**config.mk**
```make
export PLATFORM = sky130hd
export DESIGN_NAME = serial_frame_scheduler
export DESIGN_NICKNAME = d
export VERILOG_FILES = /design/src/rtl/serial_frame_scheduler.sv
export SDC_FILE = /design/constraint.sdc
export NUM_CORES = 1
export LEC_CHECK = 0
export CAP_MARGIN = 20
export CORE_MARGIN = 2
export CORE_UTILIZATION = 53
export CTS_BUF_LIST = sky130_fd_sc_hd__clkbuf_8
export DETAILED_ROUTE_END_ITERATION = 6
export GPL_TIMING_DRIVEN = 0
export PLACE_DENSITY = 0.85
export SYNTH_ARGS = -nofsm -noshare
export SYNTH_HDL_FRONTEND = slang
export SYNTH_SLANG_ARGS = --single-unit
```
**constraint.sdc**
```tcl
create_clock -name clk -period 4 [get_ports clk]
set_input_delay 0.8 -clock clk [delete_from_list [all_inputs] [get_ports clk]]
set_output_delay 0.8 -clock clk [all_outputs]
set_load 0.005 [all_outputs]
```
**src/rtl/serial_frame_scheduler.sv**
```systemverilog
// Round-robin scheduler sharing one serial header+payload transmit path between two requesters.
// Optional build macro SFS_PARITY_EN appends an even-parity bit per frame, checked in a PAR state.
module serial_frame_scheduler #(
  parameter int HDR_W = 4
) (
  input  logic       clk,
  input  logic       rst,
  input  logic [1:0] req,
  input  logic [1:0] sin,
  output logic [1:0] gnt,
  output logic       sout,
  output logic       outvalid,
  output logic       busy,
  output logic       done,
  output logic       err
);

  typedef enum logic [2:0] {
    S_IDLE = 3'd0,
    S_HDR  = 3'd1,
    S_PAY  = 3'd2,
`ifdef SFS_PARITY_EN
    S_PAR  = 3'd3,
`endif
    S_DONE = 3'd4
  } state_t;

  localparam logic [HDR_W-1:0] CNT_ONE  = {{(HDR_W-1){1'b0}}, 1'b1};
  localparam logic [HDR_W-1:0] HDR_LAST = HDR_W[HDR_W-1:0] - CNT_ONE;
`ifdef SFS_PARITY_EN
  localparam state_t S_TAIL = S_PAR;
`else
  localparam state_t S_TAIL = S_DONE;
`endif

  state_t           r_state;
  state_t           w_state_nxt;
  logic             r_port;
  logic             r_rr;
  logic             w_pick;
  logic             w_bit;
  logic             w_req_g;
  logic             w_active;
  logic             w_abort;
  logic [HDR_W-2:0] r_hdr_sr;
  logic [HDR_W-1:0] w_len_nxt;
  logic [HDR_W-1:0] r_bcnt;
  logic [HDR_W-1:0] r_cnt;
  logic [1:0]       r_gnt;
  logic [1:0]       w_gnt_nxt;
  logic             r_sout;
  logic             w_sout_nxt;
  logic             r_ov;
  logic             w_ov_nxt;
  logic             r_busy;
  logic             w_busy_nxt;
  logic             r_done;
  logic             w_done_nxt;
  logic             r_err;
  logic             w_err_nxt;
`ifdef SFS_PARITY_EN
  logic             r_par;
  logic             r_par_fail;
`endif

  assign w_bit     = sin[r_port];
  assign w_req_g   = req[r_port];
  // The last header bit comes straight from sin so the length is known at the final header edge.
  assign w_len_nxt = {r_hdr_sr, w_bit};
`ifdef SFS_PARITY_EN
  assign w_active  = (r_state == S_HDR) || (r_state == S_PAY) || (r_state == S_PAR);
`else
  assign w_active  = (r_state == S_HDR) || (r_state == S_PAY);
`endif
  assign w_abort   = w_active && !w_req_g;

  always_comb begin
    w_pick = r_rr;
    case (req)
      2'b01:   w_pick = 1'b0;
      2'b10:   w_pick = 1'b1;
      default: w_pick = r_rr;
    endcase
  end

  always_ff @(posedge clk or negedge rst) begin
    if (!rst) begin
      r_state <= S_IDLE;
    end else begin
      r_state <= w_state_nxt;
    end
  end

  always_comb begin
    w_state_nxt = r_state;
    case (r_state)
      S_IDLE: begin
        if (req != 2'b00) w_state_nxt = S_HDR;
        else              w_state_nxt = S_IDLE;
      end
      S_HDR: begin
        if (!w_req_g)                    w_state_nxt = S_IDLE;
        else if (r_bcnt != HDR_LAST)     w_state_nxt = S_HDR;
        else if (w_len_nxt != {HDR_W{1'b0}}) w_state_nxt = S_PAY;
        else                             w_state_nxt = S_TAIL;
      end
      S_PAY: begin
        // Exit on the last remaining bit so the down-counter never wraps.
        if (!w_req_g)             w_state_nxt = S_IDLE;
        else if (r_cnt == CNT_ONE) w_state_nxt = S_TAIL;
        else                      w_state_nxt = S_PAY;
      end
`ifdef SFS_PARITY_EN
      S_PAR: begin
        if (!w_req_g) w_state_nxt = S_IDLE;
        else          w_state_nxt = S_DONE;
      end
`endif
      S_DONE:  w_state_nxt = S_IDLE;
      default: w_state_nxt = S_IDLE;
    endcase
  end

  always_comb begin
    w_gnt_nxt = 2'b00;
    if (w_state_nxt == S_IDLE)  w_gnt_nxt = 2'b00;
    else if (r_state == S_IDLE) w_gnt_nxt = {w_pick, ~w_pick};
    else                        w_gnt_nxt = r_gnt;
    w_ov_nxt   = (r_state == S_PAY) && !w_abort;
    w_sout_nxt = w_ov_nxt && w_bit;
    w_busy_nxt = (w_state_nxt != S_IDLE);
    w_done_nxt = (r_state == S_DONE);
`ifdef SFS_PARITY_EN
    w_err_nxt  = w_abort || ((r_state == S_DONE) && r_par_fail);
`else
    w_err_nxt  = w_abort;
`endif
  end

  always_ff @(posedge clk or negedge rst) begin
    if (!rst) begin
      r_port   <= 1'b0;
      r_rr     <= 1'b0;
      r_hdr_sr <= {(HDR_W-1){1'b0}};
      r_bcnt   <= {HDR_W{1'b0}};
      r_cnt    <= {HDR_W{1'b0}};
    end else begin
      case (r_state)
        S_IDLE: begin
          r_hdr_sr <= {(HDR_W-1){1'b0}};
          r_bcnt   <= {HDR_W{1'b0}};
          r_cnt    <= {HDR_W{1'b0}};
          if (req != 2'b00) r_port <= w_pick;
        end
        S_HDR: begin
          r_hdr_sr <= w_len_nxt[HDR_W-2:0];
          r_bcnt   <= r_bcnt + CNT_ONE;
          if (r_bcnt == HDR_LAST) r_cnt <= w_len_nxt;
        end
        S_PAY:   r_cnt <= r_cnt - CNT_ONE;
        default: r_cnt <= r_cnt;
      endcase
      // Completion and abort both hand the next tie to the other port.
      if (w_abort || (r_state == S_DONE)) r_rr <= ~r_port;
    end
  end

`ifdef SFS_PARITY_EN
  always_ff @(posedge clk or negedge rst) begin
    if (!rst) begin
      r_par      <= 1'b0;
      r_par_fail <= 1'b0;
    end else begin
      case (r_state)
        S_IDLE: begin
          r_par      <= 1'b0;
          r_par_fail <= 1'b0;
        end
        S_HDR, S_PAY: r_par      <= r_par ^ w_bit;
        S_PAR:        r_par_fail <= r_par ^ w_bit;
        default:      r_par      <= r_par;
      endcase
    end
  end
`endif

  always_ff @(posedge clk or negedge rst) begin
    if (!rst) begin
      r_gnt  <= 2'b00;
      r_sout <= 1'b0;
      r_ov   <= 1'b0;
      r_busy <= 1'b0;
      r_done <= 1'b0;
      r_err  <= 1'b0;
    end else begin
      r_gnt  <= w_gnt_nxt;
      r_sout <= w_sout_nxt;
      r_ov   <= w_ov_nxt;
      r_busy <= w_busy_nxt;
      r_done <= w_done_nxt;
      r_err  <= w_err_nxt;
    end
  end

  assign gnt      = r_gnt;
  assign sout     = r_sout;
  assign outvalid = r_ov;
  assign busy     = r_busy;
  assign done     = r_done;
  assign err      = r_err;

endmodule

```
Yosys cells after proc, flatten, opt, wreduce, memory -nomap -nowiden

Cells that the tools add are included.

$add $sub $neg: 2
$lt $le $gt $ge: 1
Eq/ne operators: 9
Multiplexer cells: 18
Bitwise gates (word level): 2
Reductions and logical operators: 17

Operator list:

| kind                                                 | number |
|---|---|
| two-way mux 3 bit                                    | 5 |
| case mux 4 bit (3 select lines)                      | 1 |
| case mux 3 bit (3 select lines)                      | 1 |
| case mux 4 bit (2 select lines)                      | 1 |
| zero test 3 bit                                      | 2 |
| case mux 3 bit (2 select lines)                      | 1 |
| nonzero test 2 bit                                   | 3 |
| nonzero test 3 bit                                   | 2 |
| two-way mux 1 bit                                    | 5 |
| adder 4 x 1 -> 4 bit (second input constant)         | 1 |
| equality test 4 x 1 -> 1 bit (second input constant) | 1 |
| equality test 4 x 2 -> 1 bit (second input constant) | 1 |
| two-way mux 2 bit                                    | 2 |
| two-way mux 4 bit                                    | 1 |
| != test 4 x 2 -> 1 bit (second input constant)       | 1 |
| AND reduction 2 bit                                  | 2 |
| nonzero test 4 bit                                   | 1 |
| subtractor 4 x 1 -> 4 bit (second input constant)    | 1 |
| equality test 3 x 1 -> 1 bit (second input constant) | 1 |
| equality test 3 x 2 -> 1 bit (second input constant) | 1 |
| equality test 3 bit (second input constant)          | 1 |
| logical AND 1 bit                                    | 3 |
| equality test 2 x 1 -> 1 bit (second input constant) | 1 |
| equality test 2 bit (second input constant)          | 1 |
| 6 further kinds                                      | 9 |

Register bits after elaboration: 23
Input port bits: 6
Output and inout port bits: 7

Logic depth before layout (Yosys ltp)

Gate-level depths: netlist of run 1.

Word-level depth: 9
Gate-level depth with buffers: 5

Least setup slack after synthesis of run 1

OpenSTA, ideal clock, no wires.

Path type: input port to flip-flop
Start point: input req[0]
End point: register r_gnt[1], in the netlist gnt[1]
Library setup time: 111 ps
Arrival: 1616 ps
Data required time: 3889 ps
Setup slack: 2273 ps
Stages on the path: 4
Cells stage by stage: inv_1 > ha_1 > mux2i_1 > a2111oi_2

Longest elaborated chain between the ends: 6
Elaborated cells on any way between the ends: 14
Those cells by class: 2 x eq/ne; 9 x mux; 3 x reduce/logical

Ends and longest elaborated chain:

| element                                                        | line     | RTL |
|---|---|---|
| start, declared                                                | 8        | `input logic [1:0] req,` |
| two-way mux 1 bit (not written as such) (2 in a row)           | 67       | `assign w_req_g = req[r_port];` |
| two-way mux 3 bit, on equally long branches                    | 109, 102 |  |
| case mux 3 bit (3 select lines)                                | 96       | `case (r_state)` |
| zero test 3 bit                                                | 126      | `if (w_state_nxt == S_IDLE) w_gnt_nxt = 2'b00;` |
| two-way mux 2 bit / nonzero test 2 bit (equally long branches) | n/a      |  |
| end signal, assigned                                           | 196      | `r_gnt <= w_gnt_nxt;` |
| end, declared                                                  | 49       | `logic [1:0] r_gnt;` |

Several ways; a longest one is shown, not always the timed one. The select of a mux whose other input is x is not followed.
A chain may end at the register's enable or synchronous reset.

Final worst setup path of run 1

Start point: input req[1]
End point: register r_gnt[0], in the netlist gnt[0]

Same word-level chain as after synthesis.

==> flow_metrics.py, run 1 <==
metrics = {
    "yosys": {
        "netlist_area_mm2": 0.00124,
        "synth.distinct_cells": 39,
        "synth_edf_count": 0,
        "ys_async_sr_fraction": 1.00,
        "synth_flop_cell": "dfrtp_1",
        "synthCells": 123,
        "syn_nets": 134,
        "seq_area_frac_synth": 0.464,
        "syn-mean-instance-area_um2": 10.1,
        "ys_ff_latch": 23,
        "yosys_warnings": 0,
    },
    "route": {
        "num_vias": 1080,
        "route.detailed.drc": 0,
        "first_pass_iters": 6,
        "routed_wl_um": 2950,
        "drtIter0Drc": 43,
        "ant_nets": 0,
        "vias_per_cell": 6.43,
        "wl_per_cell_um": 17.6,
    },
    "global_routing": {
        "grt_overflow_total": 0,
        "grt_pass1_wl_um": 4660,
        "first_global_vias": 972,
        "antenna_found_initial": 0,
        "grtUsageTotal": 0.240,
        "grt_max_degree": 24,
    },
    "run_status": {
        "status": "finished, final reports clean",
    },
    "cells_and_area": {
        "nets": 152,
        "n_antenna_cell": 0,
        "drive_gt1_frac": 0.121,
        "area_growth_pct": 18.4,
    },
    "timing": {
        "rsz0062_at_grt": "no",
        "fin_hold_ws_ps": 523,
        "fmax_ghz": 0.448,
        "finalMaxSlewViolations": 0,
        "hold_viol": 0,
        "fin_crit_sh": 0.558,
        "fin_setup_tns_ps": 0,
        "fin_skew_ps": 6.27,
        "worstMarginPinSlew_ps": 575,
        "setup_viol": 0,
        "fin_crit_ps": 2230,
        "relSlewSlack": 0.605,
    },
    "clock_tree": {
        "postCtsSetupBuffers": 0,
        "ctsResizeCount": 0,
        "clk_path_buf_depth": 2,
        "clk_pin_slew_ps": 80,
        "numCtsBuffers": 3,
        "cts_max_level": 1,
        "cts.sinks": 23,
        "cts_root_buffer": "clkbuf_8",
        "cts_tree": "done",
        "clock_latency_ps": 270,
        "cts_hold_buf": 0,
    },
    "floorplanning": {
        "start_util": 0.561,
        "rows": 17,
        "die_h_um": 52.4,
        "dieArea_mm2": 0.00274,
        "core-area_mm2": 0.00221,
        "ios": 13,
        "fp.dieW_um": 52.4,
    },
    "critical_path": {
        "path_common_cell": "mux2i_1",
        "cpMaxStageDelayCell": "clkdlybuf4s50_1",
        "arrival_ps": 2410,
        "crit_start": "req[1]",
        "worstSetupPathType": "in -> reg",
        "required_ps": 4180,
        "max_stage_delay_ps": 550,
        "end_kind": "flop",
        "worst-path-max-fanout": 5,
        "crit_chain": "clkdlybuf4s50_1, inv_1, ha_1, mux2i_1, mux2i_1, nor3_1",
        "r2r-start": "r_port",
        "start_kind": "primary input",
    },
    "job": {
        "maxCapViolCount": 0,
    },
    "worst_hold_path": {
        "hold_start": "r_bcnt[1]",
        "hold_class": "reg -> reg",
    },
    "placed_design": {
        "hpwl_um": 2050,
        "io_buffers": 12,
        "place_congestion": 0.877,
    },
    "power_and_ir_drop": {
        "p_leak_nw": 0.659,
        "ir_worst_vdd_uv": 399,
        "power_density_mw_per_mm2": 622,
    },
}
==> synthesized netlist by cell type (5+ instances only) <==
library cell / number / area (um^2)
ha_1: 5 / 62.6
nand3_1: 5 / 25.0
nand2_1: 9 / 33.8
dfrtp_1: 23 / 576
nand2b_1: 6 / 37.5
a21oi_1: 5 / 25.0
inv_1: 6 / 22.5
nor3_1: 5 / 25.0
buf_2: 5 / 25.0
nor2_1: 8 / 30.0
==> layout make-up <==
type / count / area (um^2)
repair buffers: 13 / 148
fillers: 186 / 742
multi-input cells: 87 / 611
clock buffers: 3 / 41.3
well taps: 28 / 35.0
clock inverters: 1 / 5.00
plain buffers: 6 / 28.8
flip-flops and latches: 23 / 576
inverters: 7 / 26.3
==> final timing paths <==
path | endpoint | slack (ps) | cells past startpoint
hold reg to reg | r_bcnt[1] | 520 | 2
setup reg to reg | gnt[0] | 2280 | 3
hold / removal | r_bcnt[1] | 520 | 2
max in group asynchronous | r_cnt[1] | 2820 | 2
setup / recovery | gnt[0] | 1770 | 6
min in group asynchronous | gnt[0] | 780 | 1
==> cell usage in the layout (no fill, tap or decap), drive strengths merged, types with 2 or more instances in the layout <==
master / count
a21oi: 5
a22o: 3
a31oi: 2
buf: 6
clkbuf: 4
clkdlybuf4s50: 12
dfrtp: 23
ha: 5
inv: 7
mux2: 4
mux2i: 4
nand2: 9
nand2b: 6
nand3: 5
nand4: 2
nor2: 8
nor3: 5
nor3b: 3
o21ai: 5
o22ai: 2
or3: 2
or3b: 5
==> kinds of logic after synthesis <==
group	after synthesis	synth area share
flip-flops	23	0.464
AND/OR/NAND/NOR	47	0.213
XOR/XNOR	1	0.00706
multiplexers	8	0.0685
AO/OA/AOI/OAI	26	0.153
buffers and inverters	13	0.0443
adder cells (fa/ha/maj)	5	0.0504
==> report_power, final <==
group	leakage (nW)	total [W]	internal [W]	switching, W
clock	0.0255	0.000145	0.0000696	0.0000758
combinational	0.332	0.000399	0.000187	0.000212
sequential	0.301	0.000370	0.000303	0.0000666
total	0.659	0.000914	0.000560	0.000354
==> per-layer routing <==
metal / up-vias / wire length [um] / track usage
li1: 480 / - / -
met1: 519 / 1170 / 0.328
met2: 59 / 1410 / 0.367
met3: 22 / 213 / 0.0257
met4: 0 / 155 / 0.141
met5: - / 0 / 0
==> critical path, delay by kind of cell <==
family                     cells  cell delay (ps)
buffers and inverters          2              630
and+or+nand+nor                1              170
muxes                          2              510
adders and majority gates      1              300
==> per-stage QoR <==
stage	total power (W)	utilization	cells	setup slack (ps)	cell area [um^2]
finish	0.000914	0.665	168	1770	1470
global route	0.000967	0.665	168	1650	1470
CTS	0.000901	0.652	167	1760	1440
detailed placement	0.000757	0.631	163	1500	1400
global placement	0.000733	0.631	163	1630	1400
floorplan	0.000630	-	123	2270	1240
==> flip-flops by register name, indices dropped and copies added, names as in the netlist, 2 cells and up <==
signal    count
r_cnt         4
r_state       3
gnt           2
r_hdr_sr      3
r_bcnt        4
No activity file was read; power rests on OpenSTA's default activity.
==> run 2, diff against run 1 <==
==> constraint.sdc (replaced) <==
create_clock -name clk -period 2.3 [get_ports clk]
set_input_delay 0.46 -clock clk [delete_from_list [all_inputs] [get_ports clk]]
set_output_delay 0.46 -clock clk [all_outputs]
set_load 0.005 [all_outputs]
==> results of run 2 <==
The final DEF is identical to that of run 1. Status: finished, final reports clean.
Main changes from that run: setup slack after placement 1500 ps -> 143 ps; setup slack after layout 1770 ps -> 408 ps; hold slack 523 ps -> 439 ps; register-to-register setup slack 2280 ps -> 580 ps; total power 0.000914 W -> 0.00159 W; worst IR drop on VDD 399 uV -> 695 uV
==> run 3, diff against run 2 <==
--- a/config.mk
+++ b/config.mk
@@ -7,11 +7,11 @@
 export LEC_CHECK = 0
 export CAP_MARGIN = 20
 export CORE_MARGIN = 2
-export CORE_UTILIZATION = 53
+export CORE_UTILIZATION = 52
 export CTS_BUF_LIST = sky130_fd_sc_hd__clkbuf_8
 export DETAILED_ROUTE_END_ITERATION = 6
 export GPL_TIMING_DRIVEN = 0
-export PLACE_DENSITY = 0.85
+export PLACE_DENSITY = 0.87
 export SYNTH_ARGS = -nofsm -noshare
 export SYNTH_HDL_FRONTEND = slang
 export SYNTH_SLANG_ARGS = --single-unit
==> constraint.sdc (replaced) <==
create_clock -name clk -period 1.6 [get_ports clk]
set_input_delay 0.32 -clock clk [delete_from_list [all_inputs] [get_ports clk]]
set_output_delay 0.32 -clock clk [all_outputs]
set_load 0.005 [all_outputs]
==> flow_metrics.py, run 3 (synthesis results as in run 1) <==
metrics = {
    "route": {
        "wl_per_cell_um": 16.8,
        "first_pass_iters": 4,
        "routed_wl_um": 2940,
        "route.detailed.drc": 0,
        "ant_nets": 0,
        "vias_per_cell": 6.07,
        "drtIter0Drc": 44,
        "num_vias": 1062,
    },
    "placed_design": {
        "placed_cell_area_mm2": 0.00140,
        "io_buffers": 12,
        "hpwl_um": 1970,
        "place_congestion": 0.851,
        "dp_cells": 163,
    },
    "cells_and_area": {
        "nets": 159,
        "n_antenna_cell": 0,
        "drive_gt1_frac": 0.204,
        "fin_cells": 175,
        "final_cell_mix": "dfrtp_1 (22), clkdlybuf4s50_1 (10), nand2_1 (9)",
        "top_regs": "r_bcnt x4, r_cnt x4",
        "area_growth_pct": 26.2,
        "fin_util": 0.701,
        "layout_commonest_cell": "dfrtp_1",
        "fill_cells": 163,
        "postLayoutCellArea_mm2": 0.00157,
    },
    "timing": {
        "finalMaxSlewViolations": 0,
        "setup_viol": 3,
        "fmax_ghz": 0.620,
        "fin_crit_sh": 1.01,
        "fin_crit_ps": 1610,
        "fin_setup_tns_ps": -26.5,
        "relSlewSlack": 0.680,
        "fin_skew_ps": 4.43,
        "rsz0062_at_grt": "yes",
        "hold_viol": 0,
        "worstMarginPinSlew_ps": 467,
        "fin_ws_ps": -12.8,
    },
    "clock_tree": {
        "clk_pin_slew_ps": 80,
        "clock_latency_ps": 270,
        "cts_tree": "done",
        "cts_root_buffer": "clkbuf_8",
        "cts_max_level": 1,
        "clk_path_buf_depth": 2,
        "numCtsBuffers": 3,
        "cts_hold_buf": 0,
        "cts.sinks": 23,
    },
    "critical_path": {
        "required_ps": 1750,
        "reg2reg_depth": 4,
        "worst-path-max-fanout": 4,
        "r2r_setup_slack_ps": -10,
        "crit_chain": "ha_2, or3b_4, o22ai_4, mux2_1",
        "arrival_ps": 1760,
        "max_stage_delay_ps": 420,
        "start_kind": "flop",
        "r2r_end": "r_cnt[0]",
        "r2r-start": "r_bcnt[0]",
        "cpMaxStageDelayCell": "or3b_4",
        "worstSetupPathType": "reg -> reg",
        "end_kind": "flop",
    },
    "job": {
        "maxCapViolCount": 0,
    },
    "run_status": {
        "violations": "setup timing",
        "status": "finished, violations left",
    },
    "global_routing": {
        "grt_max_degree": 24,
        "grtUsageTotal": 0.235,
        "grt_pass1_wl_um": 4660,
        "first_global_vias": 1040,
        "grt_overflow_total": 0,
        "antenna_found_initial": 0,
    },
    "floorplanning": {
        "core-area_mm2": 0.00223,
        "ios": 13,
        "die_h_um": 52.9,
        "dieArea_mm2": 0.00279,
        "fp.dieW_um": 52.9,
        "rows": 17,
        "start_util": 0.556,
    },
    "worst_hold_path": {
        "hold_class": "in -> async",
    },
    "power_and_ir_drop": {
        "p_leak_nw": 0.697,
        "power_density_mw_per_mm2": 1550,
        "power_w": 0.00243,
        "ir_worst_vdd_uv": 1030,
    },
}
-- run 3: cell count changes in the layout (fill, tap and decap cells not counted), moves of 2 or more --
cell	delta
mux2i_1	-2
ha_1	-2
buf_4	+7
clkdlybuf4s50_1	-2
-- run 3: worst max-delay path by stage --
stage | start | end | slack [ps] | cells past startpoint
2_1_floorplan | r_bcnt[0] | r_cnt[2] | 30 | 4
3_3_place_gp | req[1] | gnt[0] | -280 | 6
3_5_place_dp | req[1] | gnt[0] | -330 | 6
4_1_cts | r_bcnt[0] | r_cnt[2] | 10 | 4
5_1_grt | r_bcnt[0] | r_cnt[0] | -40 | 4
6_report | r_bcnt[0] | r_cnt[0] | -10 | 4
-- run 3: what timing repair did --
action,in CTS,in global routing
endpoints found under the setup margin,5,10
pin swaps,3,1
gates resized for setup,5,8
setup buffers,4,3
-- run 3: critical path, delay by kind of cell (launching register included) --
kind,cells,cell delay (ps)
adder cells (fa/ha/maj),1,180
flip-flops,1,370
multiplexers,1,340
AO/OA/AOI/OAI,1,180
AND/OR/NAND/NOR,1,420
-- run 3: layer usage --
metal	global-route usage	wire (um)
met5	0	0
met2	0.408	1490
met4	0.103	44
met3	0.0424	192
met1	0.282	1210
-- run 3: area by class of cell --
class / instances / area (um^2) / share of cell area
multi-input combinational: 87 / 663 / 0.423
tap: 28 / 35.0 / 0.0224
clock buffer: 3 / 41.3 / 0.0264
inverter: 7 / 26.3 / 0.0168
timing repair buffer: 20 / 189 / 0.121
clock inverter: 1 / 3.75 / 0.00240
buffer: 6 / 31.3 / 0.0200
sequential: 23 / 577 / 0.368
-- run 3: stage by stage --
stage | setup WS, ps | hold slack [ps]
finish | -12.8 | 367
global route | -36.8 | 413
CTS | 11.8 | 517
detailed placement | -327 | 500
global placement | -280 | 488
floorplan | 32.5 | 24.4
-- run 3: power breakdown --
group          switching (W)  internal (W)  leakage (nW)
registers           0.000170      0.000759         0.300
clock network       0.000185      0.000172        0.0269
logic               0.000562      0.000587         0.371
total               0.000917       0.00152         0.697
